### config.mk
export PLATFORM = sky130hd
export DESIGN_NAME = traffic_light_controller
export DESIGN_NICKNAME = d
export VERILOG_FILES = /design/src/rtl/traffic_light_controller.sv
export SDC_FILE = /design/constraint.sdc
export NUM_CORES = 1
export LEC_CHECK = 0
export ABC_AREA = 1
export CAP_MARGIN = 20
export CORE_AREA = 8 8 45 47
export CTS_CLUSTER_DIAMETER = 80
export DETAILED_ROUTE_END_ITERATION = 6
export DIE_AREA = 0 0 53 55
export PLACE_DENSITY = 0.67
export SLEW_MARGIN = 30
export SYNTH_ARGS = -nofsm -noshare
export SYNTH_HDL_FRONTEND = slang
export SYNTH_SLANG_ARGS = --single-unit
### constraint.sdc
create_clock -name clk -period 1.4 [get_ports clk]
set_input_delay 0.28 -clock clk [delete_from_list [all_inputs] [get_ports clk]]
set_output_delay 0.28 -clock clk [all_outputs]
set_load 0.05 [all_outputs]
### src/rtl/traffic_light_controller.sv
// Single-approach traffic-light sequencer: RED -> GREEN -> YELLOW -> RED,
// each phase held for a parameterised number of cycles, Moore-decoded lamps.
module traffic_light_controller #(
    parameter int RED_CYCLES    = 4,
    parameter int GREEN_CYCLES  = 3,
    parameter int YELLOW_CYCLES = 2,
    parameter int CNT_W         = 8
) (
    input  logic clk,
    input  logic reset,
    output logic red,
    output logic yellow,
    output logic green
);

    localparam logic [1:0] ST_RED    = 2'd0;
    localparam logic [1:0] ST_GREEN  = 2'd1;
    localparam logic [1:0] ST_YELLOW = 2'd2;

    localparam longint CNT_SPAN = longint'(1) << CNT_W;

    generate
        if (RED_CYCLES < 1 || longint'(RED_CYCLES) > CNT_SPAN) begin : g_bad_red
            $error("RED_CYCLES out of range for CNT_W");
        end
        if (GREEN_CYCLES < 1 || longint'(GREEN_CYCLES) > CNT_SPAN) begin : g_bad_green
            $error("GREEN_CYCLES out of range for CNT_W");
        end
        if (YELLOW_CYCLES < 1 || longint'(YELLOW_CYCLES) > CNT_SPAN) begin : g_bad_yellow
            $error("YELLOW_CYCLES out of range for CNT_W");
        end
    endgenerate

    // Last count value of each phase, truncated to the counter width.
    localparam logic [CNT_W-1:0] RED_LAST    = CNT_W'(RED_CYCLES - 1);
    localparam logic [CNT_W-1:0] GREEN_LAST  = CNT_W'(GREEN_CYCLES - 1);
    localparam logic [CNT_W-1:0] YELLOW_LAST = CNT_W'(YELLOW_CYCLES - 1);

    logic [1:0]       state_q;
    logic [1:0]       state_d;
    logic [CNT_W-1:0] cnt_q;
    logic [CNT_W-1:0] cnt_d;

    always_comb begin
        state_d = state_q;
        cnt_d   = cnt_q + CNT_W'(1);
        case (state_q)
            ST_RED: begin
                if (cnt_q == RED_LAST) begin
                    state_d = ST_GREEN;
                    cnt_d   = '0;
                end
            end
            ST_GREEN: begin
                if (cnt_q == GREEN_LAST) begin
                    state_d = ST_YELLOW;
                    cnt_d   = '0;
                end
            end
            ST_YELLOW: begin
                if (cnt_q == YELLOW_LAST) begin
                    state_d = ST_RED;
                    cnt_d   = '0;
                end
            end
            default: begin
                // Unused encoding recovers straight into a fresh RED phase.
                state_d = ST_RED;
                cnt_d   = '0;
            end
        endcase
    end

    always_ff @(posedge clk) begin
        if (reset) begin
            state_q <= ST_RED;
            cnt_q   <= '0;
        end else begin
            state_q <= state_d;
            cnt_q   <= cnt_d;
        end
    end

    // Red also covers the unused encoding so exactly one lamp is always lit.
    always_comb begin
        green  = (state_q == ST_GREEN);
        yellow = (state_q == ST_YELLOW);
        red    = (state_q != ST_GREEN) && (state_q != ST_YELLOW);
    end

endmodule

==> run_results.csv <==
group,metric,value,unit
synthesis,synth-warning-count,0,
synthesis,postSynthNetCount,94,
clocking,worst_path_clk_slew,60,ps
global_routing,grt.total_usage,8.886,%
place,detailedPlace.worstSlack,27.84,ps
clocking,numCtsBuffers,3,
cells_and_area,syn2layout_area_growth,25.67,%
timing,post-route-period-util,97.84,%
synthesis,post_synth_main_area_contributors,"sky130_fd_sc_hd__dfxtp_1, sky130_fd_sc_hd__ha_1, sky130_fd_sc_hd__nor2_1",
power_and_ir_drop,power_density,2099,nW/um^2
critical_path,worstSetupPathType,"register to primary output",
cells_and_area,multiInputGateArea,369.1,um^2
cells_and_area,area_of_all_sequential_standard_cells,202.7,um^2
synthesis,synth.most_common_cell,"sky130_fd_sc_hd__nor2_1",
drt,detail_route.iter0.violations,8,
clocking,cts_htree_levels,1,
global_routing,pin_count_of_the_biggest_net_entering_global_routing,9,
die,design.portCount,5,
cells_and_area,postLayoutCellArea,759.5,um^2
synthesis,synth_top_cells_by_count,"sky130_fd_sc_hd__nor2_1, sky130_fd_sc_hd__inv_1, sky130_fd_sc_hd__nand2_1, sky130_fd_sc_hd__dfxtp_1, sky130_fd_sc_hd__ha_1",
synthesis,synth_async_sr_flop_share,0,%
global_routing,grt_first_pass_wirelength,1876,um
synthesis,ys_seq_elements,10,
power_and_ir_drop,power.static_leakage,0.0003255,uW
min_path,timing.hold.worst_path_depth,1,
job,timing.max_cap.violations,0,
drt,dr_total_vias,519,
critical_path,worst_r2r_path_depth,8,
cells_and_area,antenna_cells,0,
global_routing,vias_in_the_first_global_route,497,
place,port_buffers,4,
timing,max_clock_freq,730.0,MHz
timing,final.setup.worst_slack,30.21,ps
status,status,"completed",
die,floorplan.core_area,1384,um^2
timing,report.final.setup_viol,0,
die,rows,14,
cells_and_area,filler_cell_count,139,
die,die_y,55,um
timing,final-hold-violation-count,0,
clocking,tritoncts,"done",
place,last_weighted_congestion_value_of_the_routability_driven_placer,0.7990,
global_routing,grt_antenna_before_repair,0,
critical_path,critical_path_arrival,1090,ps
die,die_area,2915,um^2
synthesis,dominantRegCellSynth,"sky130_fd_sc_hd__dfxtp_1",
drt,drc,0,
critical_path,cp_max_fo,4,
critical_path,critPathCaptureType,"primary output",
clocking,hold_buffers,0,
place,post-place-cells,105,
clocking,tritoncts_num_sinks,10,
cells_and_area,final-instance-count-excl-fill,110,
clocking,clockBufferDepth,2,
timing,grt_setup_unrepaired,"false",
power_and_ir_drop,vdd_ir_drop_max,1.653,mV
timing,worst_slew_margin_relative_to_its_limit,85.65,%
cells_and_area,final_net_count,105,
synthesis,number_of_distinct_library_cells_after_synthesis,14,
timing,final.min_clock_period,1370,ps
global_routing,grt-ovfl-total,0,
die,die_w,53,um
drt,avgViaCountPerCell,4.718,
die,floorplan.initialDensity,43.67,%
drt,wire_per_inst,9.564,um
min_path,min_path_type,"register to register",
timing,timing.hold.ws,495.5,ps
drt,drtPass1Iterations,4,
timing,fin_skew,2.353,ps
drt,postRouteAntennaNets,0,
cells_and_area,final_layout_size_suffix_gt1_share,26.60,%
critical_path,worst_ep_required_time,1120,ps
timing,setup_tns,0,ps
critical_path,start_kind,"register",
timing,final_max_slew_viol_count,0,
synthesis,synth.yosys.seq_area_share,33.13,%
place,dpl-instance-area,699.4,um^2
synthesis,yosys.area.top_type,"sky130_fd_sc_hd__dfxtp_1",
clocking,cts_root_buffer,"sky130_fd_sc_hd__clkbuf_4",
timing,worstMarginPinSlew,214.4,ps
clocking,clk-insertion-delay-late,260,ps
synthesis,syn-mean-instance-area,7.110,um^2
synthesis,synth_edf_count,0,
place,hpwl,791.6,um
synthesis,post_synth_inst_count,85,
synthesis,synth.cell_area,604.3,um^2
synthesis,synth_top_area_share,33.13,%
drt,wirelength,1052,um
==> state kept, by name, indices dropped and copies added (netlist names) <==
register	cells
cnt_q	8
state_q	2
==> power breakdown <==
| group | internal [uW] | switching [uW] |
|---|---|---|
| Sequential | 348 | 60.7 |
| Combinational | 433 | 563 |
| Clock | 98.9 | 90.3 |
==> layout by cell type, fill, tap and decap left out, drive strengths merged, types with 2 or more instances in the layout <==
cell    instances
nand3           8
clkbuf          3
xor2            2
nand2          19
dfxtp          10
inv            16
ha              7
nor2           19
buf             5
a21oi           2
==> stage by stage <==
step,utilization [%],total power [uW]
floorplan,-,996.0
global placement,50.54,1290
detailed placement,50.54,1296
CTS,54.34,1578
global route,54.88,1726
finish,54.88,1594
==> cell families after synthesis <==
kind of cell               after synthesis  synth area share (%)
and+or+nand+nor                         47                 36.44
xor gates and xnor gates                 3                 4.349
AOI/OAI and AO/OA                        2                 1.656
adders and majority gates                7                 14.49
buffers and inverters                   16                 9.938
DFF                                     10                 33.13
==> path summary, 6_finish.rpt <==
kind,startpoint,endpoint,slack [ps]
hold reg to reg,cnt_q[0]$_SDFF_PP0_,cnt_q[0]$_SDFF_PP0_,500
hold / removal,cnt_q[0]$_SDFF_PP0_,cnt_q[0]$_SDFF_PP0_,500
setup / recovery,state_q[0]$_SDFFE_PP0P_,green,30
setup reg to reg,state_q[0]$_SDFFE_PP0P_,cnt_q[0]$_SDFF_PP0_,110
==> layout make-up <==
class                   instances  area share, %
clock buffers                   3          2.965
inverters                      16          7.908
multi-input cells              59          48.60
flip-flops and latches         10          26.69
well taps                      16          2.636
repair buffers                  6          11.20
==> metal layers <==
metal,GRT usage (%),vias to the layer above,share of wire [%]
li1,-,273,-
met1,8.295,229,45
met2,15.23,14,46
met3,3.209,3,5.9
met4,7.759,0,3.0
met5,0,-,0
==> critical path, stage by stage, from the launching register on <==
cell,delay (ps)
sky130_fd_sc_hd__dfxtp_2,320
sky130_fd_sc_hd__buf_4,140
sky130_fd_sc_hd__ha_2,210
sky130_fd_sc_hd__buf_12,150
==> what timing repair did <==
action,4_1_cts,5_1_grt
endpoints found under the setup margin,2,10
gates resized for setup,6,2
buffers inserted,2,0
pin swaps,1,0
No activity file was read; power rests on OpenSTA's default activity.
